### config.mk
export PLATFORM = sky130hd
export DESIGN_NAME = instr_encoder_loader_flat
export DESIGN_NICKNAME = d
export VERILOG_FILES = /design/src/rtl/instr_encoder_loader_if.sv /design/src/rtl/instr_encoder_loader.sv /design/src/flat_wrapper.sv
export SDC_FILE = /design/constraint.sdc
export NUM_CORES = 1
export LEC_CHECK = 0
export ABC_CLOCK_PERIOD_IN_PS = 6200
export CAP_MARGIN = 20
export CORE_UTILIZATION = 35
export CTS_CLUSTER_SIZE = 25
export DETAILED_ROUTE_END_ITERATION = 16
export PLACE_DENSITY = 0.63
export SKIP_LAST_GASP = 1
export SYNTH_ARGS = -nofsm -noshare
export SYNTH_HDL_FRONTEND = slang
export SYNTH_SLANG_ARGS = --single-unit
### constraint.sdc
create_clock -name clk -period 6.2 [get_ports clk]
set_clock_uncertainty 0.15 [all_clocks]
set_input_delay 0.62 -clock clk [delete_from_list [all_inputs] [get_ports clk]]
set_output_delay 0.62 -clock clk [all_outputs]
set_load 0.02 [all_outputs]
### src/rtl/instr_encoder_loader_if.sv
// Handshake bundle between the field source, the encoder/loader and the
// instruction memory write port. The field source and the memory together
// form the master side; the loader is the slave.
interface instr_encoder_loader_if;
    // Decoded-field channel
    logic        in_valid;
    logic        in_ready;
    logic        in_last;
    logic [6:0]  in_opcode;
    logic [4:0]  in_rd;
    logic [4:0]  in_rs1;
    logic [4:0]  in_rs2;
    logic [2:0]  in_funct3;
    logic [6:0]  in_funct7;
    logic [31:0] in_imm;
    // Instruction-memory write channel
    logic        wr_en;
    logic        wr_ready;
    logic [31:0] wr_addr;
    logic [31:0] wr_data;

    modport master (
        output in_valid, in_last, in_opcode, in_rd, in_rs1, in_rs2,
               in_funct3, in_funct7, in_imm, wr_ready,
        input  in_ready, wr_en, wr_addr, wr_data
    );

    modport slave (
        input  in_valid, in_last, in_opcode, in_rd, in_rs1, in_rs2,
               in_funct3, in_funct7, in_imm, wr_ready,
        output in_ready, wr_en, wr_addr, wr_data
    );
endinterface

### src/rtl/instr_encoder_loader.sv
// RV32 instruction encoder and instruction-memory loader. Field bundles are
// packed into 32-bit words, buffered in a small FIFO and written to
// consecutive word addresses starting at BASE_ADDR.
module instr_encoder_loader #(
    parameter logic [31:0] BASE_ADDR  = 32'h0000_0000,
    parameter int          DEPTH      = 256,
    parameter int          FIFO_DEPTH = 4
) (
    input  logic                   clk,
    input  logic                   reset_n,
    input  logic                   start,
    instr_encoder_loader_if.slave  bus,
    output logic                   busy,
    output logic                   done,
    output logic                   err,
    output logic [$clog2(DEPTH):0] word_count
);
    localparam int CNT_W = $clog2(DEPTH) + 1;
    localparam int PTR_W = $clog2(FIFO_DEPTH);

    localparam logic [CNT_W-1:0] DEPTH_C   = CNT_W'(DEPTH);
    localparam logic [CNT_W-1:0] CNT_ONE   = CNT_W'(1);
    localparam logic [PTR_W:0]   FIFO_FULL = (PTR_W + 1)'(FIFO_DEPTH);
    localparam logic [PTR_W:0]   FIFO_ONE  = (PTR_W + 1)'(1);
    localparam logic [PTR_W-1:0] PTR_ONE   = PTR_W'(1);

    // Opcode classes shared with the core's field decoder
    localparam logic [6:0] OPCODE_ALU     = 7'b0110011;
    localparam logic [6:0] OPCODE_ALU_IMM = 7'b0010011;
    localparam logic [6:0] OPCODE_LOAD    = 7'b0000011;
    localparam logic [6:0] OPCODE_STORE   = 7'b0100011;
    localparam logic [6:0] OPCODE_BRANCH  = 7'b1100011;
    localparam logic [6:0] OPCODE_JUMP    = 7'b1101111;
    localparam logic [6:0] OPCODE_LUI     = 7'b0110111;
    localparam logic [6:0] OPCODE_AUIPC   = 7'b0010111;
    localparam logic [6:0] OPCODE_NOP     = 7'b0000000;

    typedef enum logic [1:0] {S_IDLE, S_LOAD, S_DRAIN, S_DONE} state_t;
    typedef enum logic [2:0] {FMT_R, FMT_I, FMT_S, FMT_B, FMT_U, FMT_J, FMT_NONE} fmt_t;

    state_t           state_q, state_d;
    logic [CNT_W-1:0] acc_cnt_q, acc_cnt_d;
    logic [CNT_W-1:0] word_cnt_q, word_cnt_d;
    logic [31:0]      addr_q, addr_d;
    logic [PTR_W-1:0] wr_ptr_q, wr_ptr_d, rd_ptr_q, rd_ptr_d;
    logic [PTR_W:0]   fifo_cnt_q, fifo_cnt_d;
    logic             err_q;
    logic [31:0]      mem [FIFO_DEPTH];

    fmt_t        fmt;
    logic [31:0] enc_word;
    logic        imm_bad;
    logic        in_ready;
    logic        session_start, fifo_full, fifo_empty;
    logic        accept, push, pop, last_accept;

    assign session_start = start && (state_q == S_IDLE || state_q == S_DONE);
    assign fifo_full     = (fifo_cnt_q == FIFO_FULL);
    assign fifo_empty    = (fifo_cnt_q == '0);
    assign accept        = bus.in_valid && in_ready;
    assign push          = accept && !imm_bad;
    assign pop           = !fifo_empty && bus.wr_ready;
    assign last_accept   = accept && (bus.in_last || acc_cnt_q == DEPTH_C - CNT_ONE);

    // Select the instruction layout from the opcode class, pack the fields
    // and flag immediates the chosen layout cannot represent
    always_comb begin
        // NOTE: every output of a combinational block gets a default first so
        // no path leaves a value unassigned, which would infer a latch.
        fmt      = FMT_NONE;
        enc_word = '0;
        imm_bad  = 1'b0;
        case (bus.in_opcode)
            OPCODE_ALU, OPCODE_NOP:       fmt = FMT_R;
            OPCODE_ALU_IMM, OPCODE_LOAD:  fmt = FMT_I;
            OPCODE_STORE:                 fmt = FMT_S;
            OPCODE_BRANCH:                fmt = FMT_B;
            OPCODE_JUMP:                  fmt = FMT_J;
            OPCODE_LUI, OPCODE_AUIPC:     fmt = FMT_U;
            default:                      fmt = FMT_NONE;
        endcase
        case (fmt)
            FMT_R: enc_word = {bus.in_funct7, bus.in_rs2, bus.in_rs1, bus.in_funct3,
                               bus.in_rd, bus.in_opcode};
            FMT_I: begin
                enc_word = {bus.in_imm[11:0], bus.in_rs1, bus.in_funct3, bus.in_rd,
                            bus.in_opcode};
                imm_bad  = bus.in_imm[31:12] != {20{bus.in_imm[11]}};
            end
            FMT_S: begin
                enc_word = {bus.in_imm[11:5], bus.in_rs2, bus.in_rs1, bus.in_funct3,
                            bus.in_imm[4:0], bus.in_opcode};
                imm_bad  = bus.in_imm[31:12] != {20{bus.in_imm[11]}};
            end
            FMT_B: begin
                enc_word = {bus.in_imm[12], bus.in_imm[10:5], bus.in_rs2, bus.in_rs1,
                            bus.in_funct3, bus.in_imm[4:1], bus.in_imm[11], bus.in_opcode};
                imm_bad  = (bus.in_imm[31:13] != {19{bus.in_imm[12]}}) || bus.in_imm[0];
            end
            FMT_U: begin
                enc_word = {bus.in_imm[31:12], bus.in_rd, bus.in_opcode};
                imm_bad  = bus.in_imm[11:0] != '0;
            end
            FMT_J: begin
                enc_word = {bus.in_imm[20], bus.in_imm[10:1], bus.in_imm[11],
                            bus.in_imm[19:12], bus.in_rd, bus.in_opcode};
                imm_bad  = (bus.in_imm[31:21] != {11{bus.in_imm[20]}}) || bus.in_imm[0];
            end
            default: imm_bad = 1'b1;
        endcase
    end

    // FSM state register
    always_ff @(posedge clk or negedge reset_n) begin
        // NOTE: state is updated with non-blocking assignments so every flop
        // samples pre-edge values regardless of block evaluation order.
        if (!reset_n) state_q <= S_IDLE;
        else          state_q <= state_d;
    end

    // FSM next-state logic
    always_comb begin
        state_d = state_q;
        case (state_q)
            S_IDLE, S_DONE: if (start)       state_d = S_LOAD;
            S_LOAD:         if (last_accept) state_d = S_DRAIN;
            S_DRAIN:        if (fifo_empty)  state_d = S_DONE;
            default:                         state_d = S_IDLE;
        endcase
    end

    // FSM outputs: status flags and the accept window
    always_comb begin
        busy     = (state_q == S_LOAD) || (state_q == S_DRAIN);
        done     = (state_q == S_DONE);
        in_ready = (state_q == S_LOAD) && !fifo_full && (acc_cnt_q < DEPTH_C);
    end

    // Next values for counters, FIFO pointers and the write address
    always_comb begin
        acc_cnt_d  = acc_cnt_q;
        word_cnt_d = word_cnt_q;
        addr_d     = addr_q;
        wr_ptr_d   = wr_ptr_q;
        rd_ptr_d   = rd_ptr_q;
        fifo_cnt_d = fifo_cnt_q;
        if (session_start) begin
            acc_cnt_d  = '0;
            word_cnt_d = '0;
            addr_d     = BASE_ADDR;
            wr_ptr_d   = '0;
            rd_ptr_d   = '0;
            fifo_cnt_d = '0;
        end else begin
            if (accept) acc_cnt_d = acc_cnt_q + CNT_ONE;
            if (push)   wr_ptr_d  = wr_ptr_q + PTR_ONE;
            if (pop) begin
                rd_ptr_d   = rd_ptr_q + PTR_ONE;
                word_cnt_d = word_cnt_q + CNT_ONE;
                addr_d     = addr_q + 32'd4;
            end
            case ({push, pop})
                2'b10:   fifo_cnt_d = fifo_cnt_q + FIFO_ONE;
                2'b01:   fifo_cnt_d = fifo_cnt_q - FIFO_ONE;
                default: fifo_cnt_d = fifo_cnt_q;
            endcase
        end
    end

    // Datapath registers and the one-cycle reject pulse
    always_ff @(posedge clk or negedge reset_n) begin
        if (!reset_n) begin
            acc_cnt_q  <= '0;
            word_cnt_q <= '0;
            addr_q     <= BASE_ADDR;
            wr_ptr_q   <= '0;
            rd_ptr_q   <= '0;
            fifo_cnt_q <= '0;
            err_q      <= 1'b0;
        end else begin
            acc_cnt_q  <= acc_cnt_d;
            word_cnt_q <= word_cnt_d;
            addr_q     <= addr_d;
            wr_ptr_q   <= wr_ptr_d;
            rd_ptr_q   <= rd_ptr_d;
            fifo_cnt_q <= fifo_cnt_d;
            err_q      <= accept && imm_bad;
        end
    end

    // FIFO storage written at the accepting edge
    always_ff @(posedge clk) begin
        // NOTE: the storage array has no reset; entries are only read while
        // the occupancy count says they hold valid data.
        if (push) mem[wr_ptr_q] <= enc_word;
    end

    assign bus.in_ready = in_ready;
    assign bus.wr_en    = !fifo_empty;
    assign bus.wr_addr  = addr_q;
    assign bus.wr_data  = fifo_empty ? '0 : mem[rd_ptr_q];
    assign err          = err_q;
    assign word_count   = word_cnt_q;
endmodule

### src/flat_wrapper.sv
// flat-port wrapper written by rule: the top's interface ports become plain ports
module instr_encoder_loader_flat 
#(
    parameter logic [31:0] BASE_ADDR  = 32'h0000_0000,
    parameter int          DEPTH      = 256,
    parameter int          FIFO_DEPTH = 4
)
  (clk, reset_n, start, busy, done, err, word_count, bus_in_valid, bus_in_last, bus_in_opcode, bus_in_rd, bus_in_rs1, bus_in_rs2, bus_in_funct3, bus_in_funct7, bus_in_imm, bus_wr_ready, bus_in_ready, bus_wr_en, bus_wr_addr, bus_wr_data);
  instr_encoder_loader_if bus_i ();
  input  logic clk;
  input  logic reset_n;
  input  logic start;
  output logic busy;
  output logic done;
  output logic err;
  output logic [$clog2(DEPTH):0] word_count;
  input wire logic [$bits(bus_i.in_valid)-1:0] bus_in_valid;
  input wire logic [$bits(bus_i.in_last)-1:0] bus_in_last;
  input wire logic [$bits(bus_i.in_opcode)-1:0] bus_in_opcode;
  input wire logic [$bits(bus_i.in_rd)-1:0] bus_in_rd;
  input wire logic [$bits(bus_i.in_rs1)-1:0] bus_in_rs1;
  input wire logic [$bits(bus_i.in_rs2)-1:0] bus_in_rs2;
  input wire logic [$bits(bus_i.in_funct3)-1:0] bus_in_funct3;
  input wire logic [$bits(bus_i.in_funct7)-1:0] bus_in_funct7;
  input wire logic [$bits(bus_i.in_imm)-1:0] bus_in_imm;
  input wire logic [$bits(bus_i.wr_ready)-1:0] bus_wr_ready;
  output wire logic [$bits(bus_i.in_ready)-1:0] bus_in_ready;
  output wire logic [$bits(bus_i.wr_en)-1:0] bus_wr_en;
  output wire logic [$bits(bus_i.wr_addr)-1:0] bus_wr_addr;
  output wire logic [$bits(bus_i.wr_data)-1:0] bus_wr_data;
  assign bus_i.in_valid = bus_in_valid;
  assign bus_i.in_last = bus_in_last;
  assign bus_i.in_opcode = bus_in_opcode;
  assign bus_i.in_rd = bus_in_rd;
  assign bus_i.in_rs1 = bus_in_rs1;
  assign bus_i.in_rs2 = bus_in_rs2;
  assign bus_i.in_funct3 = bus_in_funct3;
  assign bus_i.in_funct7 = bus_in_funct7;
  assign bus_i.in_imm = bus_in_imm;
  assign bus_i.wr_ready = bus_wr_ready;
  assign bus_in_ready = bus_i.in_ready;
  assign bus_wr_en = bus_i.wr_en;
  assign bus_wr_addr = bus_i.wr_addr;
  assign bus_wr_data = bus_i.wr_data;
  instr_encoder_loader #(.BASE_ADDR(BASE_ADDR), .DEPTH(DEPTH), .FIFO_DEPTH(FIFO_DEPTH)) u_core (.clk(clk), .reset_n(reset_n), .start(start), .bus(bus_i), .busy(busy), .done(done), .err(err), .word_count(word_count));
endmodule
# Word-level counts from Yosys, hierarchy flattened
# Memories as Yosys holds them, arrays and structs flattened.
# Index checks and enable logic that the tools add are counted.
# word_totals
reg_bits	60
latchBits	0
mem_bits_rw	128
rom_bits	0
in_bits	70
out_inout_bits	78
wordCells	96
mem_count	1
# mem_list
memory	depth	word_bits	read_ports	rd_clocked_by_memory_dff	write_ports	line_no	text
u_core.mem	4	32	1	0	1	instr_encoder_loader.sv:48	logic [31:0] mem [FIFO_DEPTH];
# classes
n_addsub	7
mul	0
n_div	0
n_lt_le_gt_ge	1
n_eq_ne	26
shifts	0
n_mux	22
n_bitwise	0
reduce_logical	31
# op_table
cell	n
$pmux 32 s6	1
$mux 32	3
$mux 9	4
$add 32x3->32 const B	1
$eq 7x6->1 const B	3
$ne 20x20->1	1
$ne 19x19->1	1
$add 9x1->9 const B	2
$pmux 3 s6	1
$eq 7x5->1 const B	2
$eq 7x7->1 const B	2
$mux 2	7
$reduce_bool 12->1	1
$ne 11x11->1	1
$reduce_or 2->1	5
$eq 3x3->1 const B	3
$eq 9x8->1 const B	1
$lt 9x9->1 const B	1
$logic_and 1x1->1	8
$eq 7x2->1 const B	1
$logic_not 7->1	1
$eq 2x2->1 const B	3
$eq 3x2->1 const B	2
$logic_not 3->1	2
other kinds (18)	30

# Logic depth before layout (Yosys ltp)
# Gate-level depths: netlist of run 1.
# logic_depth
word_depth	11
mapped_depth	17
mapped_depth_nobuf	16

# Least setup slack after synthesis of run 1
# No wires, ideal clock.
# synth_path
path_type	input port to flip-flop
start	input bus_in_opcode[3]
end	register u_core.fifo_cnt_q[2]
setup_time_ps	78
arrival_time_ps	3777
required_time_ps	5972
setup_slack_ps	2195
cell_stages	17
path_buffers	2
cell_sequence	buf_2 > or3b_1 > a21oi_4 > inv_2 > ha_1 > o41ai_2 > nor2_1 > buf_2 > o31ai_2 > nor2_1 > inv_1 > ha_1 > inv_1 > fa_1 > xor2_1 > or3_1 > a21oi_1
# synth_between
elab_chain_cells	11
elab_cells_between_ends	28
classes_between	15 x eq/ne; 4 x mux; 9 x reduce/logical
# synth_rtl
item	line_no	text
start, declared	flat_wrapper.sv:19	input wire logic [$bits(bus_i.in_opcode)-1:0] bus_in_opcode;
$eq 7x6->1, or another cell as far along	instr_encoder_loader.sv:73	case (bus.in_opcode)
$reduce_or 2->1	instr_encoder_loader.sv:73	
$pmux 3 s6 (*)	instr_encoder_loader.sv:73	
$eq 3x1->1 or $eq 3x2->1 (tied branches)	instr_encoder_loader.sv:82	case (fmt)
$reduce_or 2->1 (no line)	-	
$pmux 1 s5 (*)	instr_encoder_loader.sv:82	
$logic_not 1->1 (*)	instr_encoder_loader.sv:61	assign push = accept && !imm_bad;
$logic_and 1x1->1 (*)	instr_encoder_loader.sv:61	
$eq 2x1->1 or $eq 2x2->1 (tied branches)	instr_encoder_loader.sv:162	case ({push, pop})
$pmux 3 s2	instr_encoder_loader.sv:162	
$mux 3	instr_encoder_loader.sv:147	if (session_start) begin
end signal, assigned	instr_encoder_loader.sv:186	fifo_cnt_q <= fifo_cnt_d;
end, declared	instr_encoder_loader.sv:46	logic [PTR_W:0] fifo_cnt_q, fifo_cnt_d;
# Every way passes the cells marked *; elsewhere a longest branch is shown, timed or not.
# A chain may end at the register's enable or synchronous reset.

# Worst setup path after layout of run 1
# layout_path
start	input bus_in_opcode[0]
end	register u_core.fifo_cnt_q[2]
# Same word-level chain as after synthesis.

==> summary.txt, run 1 <==
Status - complete, no violations
Number of top-level pins - 148
Net count, final - 925
Clk sinks - 186
Drc violations - 0
IO Port Bufs - 145
Dpl hpwl - 16200 um
Skew-Pair Late Insertion Delay - 0.43 ns
Rows - 58
MaxCap Viol Count - 0
Final slew viol count - 0
RePlAce Congestion - 0.873
Seq cells post-synth - 186
# hold bufs at CTS - 0
Non-Filler Instances - 1184
Cts bufs inserted - 17
Worst path top cell family by delay - simple AND/OR/NAND/NOR gates
Initial antenna violation count - 0
Final period util - 74.5%
Critical Path Max Stage Delay - 0.62 ns
Setup Crit Path Kind - in2reg
DRT Pass-1 Iters - 5
Largest cells by area after synthesis - edfxtp_1 43%, dfrtp_1 16%, mux4_2 8.0%
WL final - 22700 um
Final worst slack - 1.58 ns
Endpoints failing setup - 0
Leak - 3.97 nW
EDFF count, synth - 128
Register area - 5300 um^2
H-tree depth - 4
CP max-delay cell - and4b_1
Postcts setup bufs - 0
Post-route setup TNS - 0 ns
First-pass GRT wire length - 34800 um
Via count - 6240
Via density - 5.27
Initial Utilization - 35.7%
Buf/Inv on CP - 4
Post-cts sizing count - 0
Area grow syn2layout - 26.4%
Post-synth design cell area - 8990 um^2
PD cells - 331 nW/um^2
Ant diodes - 0
Full die area - 26300 um^2
Fill cells - 2295
Detail Route Antenna Nets - 0
Peak supply drop - 0.178 mV
DIE HEIGHT - 162 um
WP data required - 6.41 ns
Top-area cell type share of the netlist area - 42.8%
Register area share after synthesis - 58.9%
Critical Path End Type - flip-flop
Post-Syn Instances - 698
CTS tree - yes
Top FF cell, synth - edfxtp_1
Die W - 162 um
CTS max path bufs - 2
Worst Path Arrival - 4.83 ns
RSZ-0062 raised after global routing - no
Final Hold Viols - 0
Fmax - 216 MHz
CTS clk-pin slew, worst paths - 0.07 ns
Share of cells above drive strength 1 - 11.8%
Yosys warns - 0
Pre-CTS setup slack - 1.22 ns
Post-Syn Area per Cell - 12.9 um^2
Largest net degree at the start of global routing - 59
Multi-input logic area - 3450 um^2
Total GRT Usage - 17.6%
Drt initial violations - 427
Commonest non-fill, non-tap cell in the layout - clkdlybuf4s50_1
Async set-reset flop share out of synthesis - 31.2%
CP max FO - 11
Slew @ Worst Pin - 0.983 ns
Core box area - 25200 um^2
Dpl cells - 1151
Post-synth cell types - 60
Min Tclk post-route - 4.62 ns
Hold Crit Class - in2async
Most frequent cells in the layout - 144 x clkdlybuf4s50_1, 128 x edfxtp_1, 65 x nor2_1
Gr ovfl total - 0
WL per Instance - 19.2 um
Crit path launch type - input port
Root buffer cell - clkbuf_16
Vias in the first global route - 6062
Rel. slew slack - 34.5%
Dominant cell type by area after synthesis - edfxtp_1
Cell chain of the critical path - clkdlybuf4s50_1 > and2_1 > and4b_1 > inv_2 > ha_1 > o21ai_0 > and4b_1 > o41ai_2 > o211ai_1 > nor2_1 > inv_1 > ha_1 > inv_1 > fa_1 > xor2_1 > or3_1 > a21oi_1
-- metrics by stage --
step / utilization (%) / power (mW) / instance area [um^2] / hold WS, ns
floorplan: - / 2.19 / 8990 / 0.174
global placement: 42.8 / 2.72 / 10800 / 0.330
detailed placement: 42.8 / 2.73 / 10800 / 0.349
CTS: 45.0 / 3.79 / 11300 / 0.221
global route: 45.1 / 3.93 / 11400 / 0.254
finish: 45.1 / 3.76 / 11400 / 0.197
-- path summary, 6_finish.rpt --
kind / startpoint / endpoint / slack, ns / depth (start not counted)
setup / recovery: bus_in_opcode[0] / u_core.fifo_cnt_q[2]$_DFFE_PN0P_ / 1.58 / 17
min in group clk: u_core.acc_cnt_q[8]$_DFFE_PN0P_ / u_core.acc_cnt_q[8]$_DFFE_PN0P_ / 0.36 / 2
max in group asynchronous: reset_n / u_core.rd_ptr_q[0]$_DFFE_PN0N_ / 5.16 / 2
hold / removal: reset_n / u_core.bus.wr_addr[17]$_DFFE_PN0N_ / 0.20 / 2
hold reg to reg: u_core.acc_cnt_q[8]$_DFFE_PN0P_ / u_core.acc_cnt_q[8]$_DFFE_PN0P_ / 0.36 / 2
setup reg to reg: u_core.state_q[1]$_DFFE_PN0P_ / u_core.mem[3][25]$_DFFE_PP_ / 3.13 / 7
-- power by group --
group	switching, mW	total [mW]	internal, mW
clock network	0.521	1.06	0.539
logic	0.662	1.26	0.593
registers	0.0746	1.44	1.37
-- cell usage after synthesis, types with 4 or more instances --
cell type / count
ha_1: 13
a22oi_1: 14
dfrtp_1: 58
a22o_1: 4
xnor2_1: 11
nor4_1: 7
inv_1: 19
nand4_1: 18
a211oi_1: 4
buf_2: 13
edfxtp_1: 128
mux2_2: 8
nand2_1: 35
clkbuf_1: 14
nor3_1: 10
nor2_1: 65
o21ai_1: 4
a31oi_1: 5
a21oi_1: 32
mux4_2: 32
o21ai_0: 24
nand3_1: 16
and3_1: 14
and2_1: 42
or3_1: 17
xor2_1: 24
and4_1: 6
-- worst register-to-register path, cell delays in order (launching register included) --
cell and delay (ns):
dfrtp_1 0.41, inv_1 0.07, ha_1 0.21, and4_1 0.40, o21a_1 0.19, o211a_1 0.21, and3_1 0.64, buf_4 0.44
-- state kept, by name, indices dropped and copies added (netlist names) --
signal and cells:
u_core.rd_ptr_q 2, u_core.wr_ptr_q 2, u_core.state_q 2, u_core.bus.wr_addr 30, u_core.acc_cnt_q 9, u_core.word_count 9, u_core.mem 128, u_core.err 1
u_core.fifo_cnt_q 3
-- metal layers --
metal / GRT usage (%) / vias up / wire length (um)
met5: 0 / - / 0
met4: 5.96 / 0 / 405
met3: 2.25 / 25 / 794
met2: 29.3 / 144 / 11200
met1: 23.6 / 3165 / 10300
li1: - / 2906 / -
-- cell type report --
class,count,share of cell area [%]
Inverter,22,0.727
Tap cell,330,3.63
Multi-Input combinational cell,457,30.4
Clock inverter,14,1.22
Clock buffer,18,3.78
Sequential cell,186,46.6
Timing Repair Buffer,157,13.6
-- kinds of logic after synthesis --
logic type	synth area share, %
AND/OR/NAND/NOR	15.1
multiplexers	9.36
AO/OA/AOI/OAI	8.38
buffers and inverters	2.73
flip-flops	58.9
other	0.0417
XOR/XNOR	3.41
adder cells (fa/ha/maj)	2.03
(Power assumes the default switching activity.)
==> run 2: changes to the inputs <==
--- a/config.mk
+++ b/config.mk
@@ -5,7 +5,7 @@
 export SDC_FILE = /design/constraint.sdc
 export NUM_CORES = 1
 export LEC_CHECK = 0
-export ABC_CLOCK_PERIOD_IN_PS = 6200
+export ABC_CLOCK_PERIOD_IN_PS = 4400
 export CAP_MARGIN = 20
 export CORE_UTILIZATION = 35
 export CTS_CLUSTER_SIZE = 25
==> constraint.sdc (replaced) <==
create_clock -name clk -period 4.4 [get_ports clk]
set_clock_uncertainty 0.15 [all_clocks]
set_input_delay 0.44 -clock clk [delete_from_list [all_inputs] [get_ports clk]]
set_output_delay 0.44 -clock clk [all_outputs]
set_load 0.02 [all_outputs]
==> run 2 against run 1 <==
Effect of this change:
- sequential cell count unchanged
- register-to-register slack worse by 1.8 ns
- combinational power up 40%
- worst hold slack improved by 0.15 ns
- critical endpoint unchanged
==> summary.txt, run 2 (synthesis gave the netlist of run 1 again) <==
Number of top-level pins - 148
MaxCap Viol Count - 0
Largest net degree at the start of global routing - 40
Detail Route Antenna Nets - 0
Commonest non-fill, non-tap cell in the layout - clkdlybuf4s50_1
HP Start - u_core.acc_cnt_q[8]$_DFFE_PN0P_
Endpoints failing setup - 0
Rel. slew slack - 56.6%
Skew-Pair Late Insertion Delay - 0.42 ns
Total Power - 5.29 mW
CTS max path bufs - 2
Status - complete, no violations
IO Port Bufs - 145
Multi-input logic area - 3450 um^2
Worst Path Arrival - 4.02 ns
Final Hold Viols - 0
DRT Pass-1 Iters - 5
Final period util - 86.7%
Initial antenna violation count - 0
Most frequent cells in the layout - 144 x clkdlybuf4s50_1, 128 x edfxtp_1, 65 x nor2_1
Via count - 6239
Die W - 162 um
Via density - 5.23
Post-route setup TNS - 0 ns
Reg with most FFs - u_core.mem
WL final - 22600 um
Vias in the first global route - 6161
CTS tree - yes
Fmax - 262 MHz
Worst r2r src - u_core.fifo_cnt_q[1]$_DFFE_PN0P_
Full die area - 26300 um^2
Gr ovfl total - 0
RSZ-0062 raised after global routing - no
WL per Instance - 18.9 um
RePlAce Congestion - 0.918
Critical Path Max Stage Delay - 0.47 ns
Leak - 4.01 nW
Setup Crit Path Kind - in2reg
CTS clk-pin slew, worst paths - 0.07 ns
Initial Utilization - 35.7%
Cts bufs inserted - 17
DIE HEIGHT - 162 um
CP max FO - 4
Final slew viol count - 0
Drt initial violations - 459
Total GRT Usage - 17.4%
Dpl hpwl - 16100 um
First-pass GRT wire length - 34600 um
WP data required - 4.60 ns
Area grow syn2layout - 27.3%
Root buffer cell - clkbuf_16
Final worst slack - 0.584 ns
Critical Path End Type - flip-flop
Hold Crit Class - reg2reg
Net count, final - 935
Pre-CTS setup slack - 0.184 ns
Core box area - 25200 um^2
Postcts setup bufs - 0
PD cells - 462 nW/um^2
Clk sinks - 186
Drc violations - 0
H-tree depth - 4
Peak supply drop - 0.229 mV
Slew @ Worst Pin - 0.650 ns
Rows - 58
Max reg flops - 128
Fill cells - 2244
Crit path launch type - input port
Cell chain of the critical path - clkdlybuf4s50_1 > or3b_1 > a21oi_4 > inv_2 > ha_1 > o21ai_0 > and4b_1 > o41ai_2 > o211ai_1 > nor2_1 > inv_1 > ha_1 > inv_1 > fa_1 > xor2_1 > or3_1 > a21oi_1
Min Tclk post-route - 3.82 ns
Ant diodes - 0
CP max-delay cell - clkdlybuf4s50_1
Critical Path Source - bus_in_opcode[4]
Share of cells above drive strength 1 - 12.6%
Register area - 5300 um^2
[run 2: cell count changes in the layout (fill, tap and decap cells not counted)]
cell and change:
clkinv_8 +1, buf_4 +9, inv_6 -1, clkinvlp_4 +1, clkinv_2 -1, clkinv_4 -1, clkinv_1 +1, dlygate4sd3_1 +1
[run 2: worst paths after layout]
path                                                 endpoint  slack [ns]  depth (start not counted)
max                          u_core.fifo_cnt_q[2]$_DFFE_PN0P_        0.58                         17
min                           u_core.acc_cnt_q[8]$_DFFE_PN0P_        0.35                          2
max reg2reg                  u_core.fifo_cnt_q[2]$_DFFE_PN0P_        1.38                         12
min reg2reg                   u_core.acc_cnt_q[8]$_DFFE_PN0P_        0.35                          2
max in group asynchronous       u_core.state_q[0]$_DFFE_PN0P_        2.81                          3
min in group asynchronous  u_core.bus.wr_addr[11]$_DFFE_PN0N_        0.43                          2
[run 2: where the power goes]
part	internal [mW]	leakage, nW	total, mW	switching, mW
clock	0.761	0.279	1.50	0.736
combinational	0.837	1.81	1.77	0.930
sequential	1.93	1.92	2.03	0.103
total	3.52	4.01	5.29	1.77
[run 2: layout make-up]
| type | instances | share of cell area [%] |
|---|---|---|
| sequential | 186 | 46.3 |
| multi-input combinational | 457 | 30.2 |
| timing repair buffer | 167 | 14.2 |
| clock buffer | 18 | 3.75 |
| tap | 330 | 3.61 |
| clock inverter | 14 | 1.26 |
| inverter | 22 | 0.722 |
[run 2: layer usage]
| metal | part of all wire [%] | vias to the layer above | track usage (%) |
|---|---|---|---|
| li1 | - | 2934 | - |
| met2 | 49 | 161 | 28.9 |
| met4 | 2.5 | 0 | 7.29 |
| met5 | 0 | - | 0 |
| met1 | 45 | 3107 | 23.0 |
| met3 | 3.7 | 37 | 2.27 |
[run 2: critical path: cells and delay by family]
family / cells / cell delay [ns]
AO/OA/AOI/OAI: 5 / 0.88
adder cells (fa/ha/maj): 3 / 0.79
XOR/XNOR: 1 / 0.15
AND/OR/NAND/NOR: 4 / 1.08
buffers and inverters: 4 / 0.66
[run 2: what timing repair did]
item / in CTS / in global routing
hold buffers: 1 / 0
resized for setup: 0 / 0
hold endpoints to repair: 27 / 0
[run 2: stage by stage]
step	hold slack [ns]	utilization, %	instances	area, um^2
after floorplan	-0.00559	-	699	8990
after global placement	0.330	43.1	1161	10900
after detailed placement	0.338	43.1	1161	10900
after CTS	0.354	45.4	1194	11400
after global routing	0.402	45.4	1194	11400
final	0.349	45.4	1194	11400
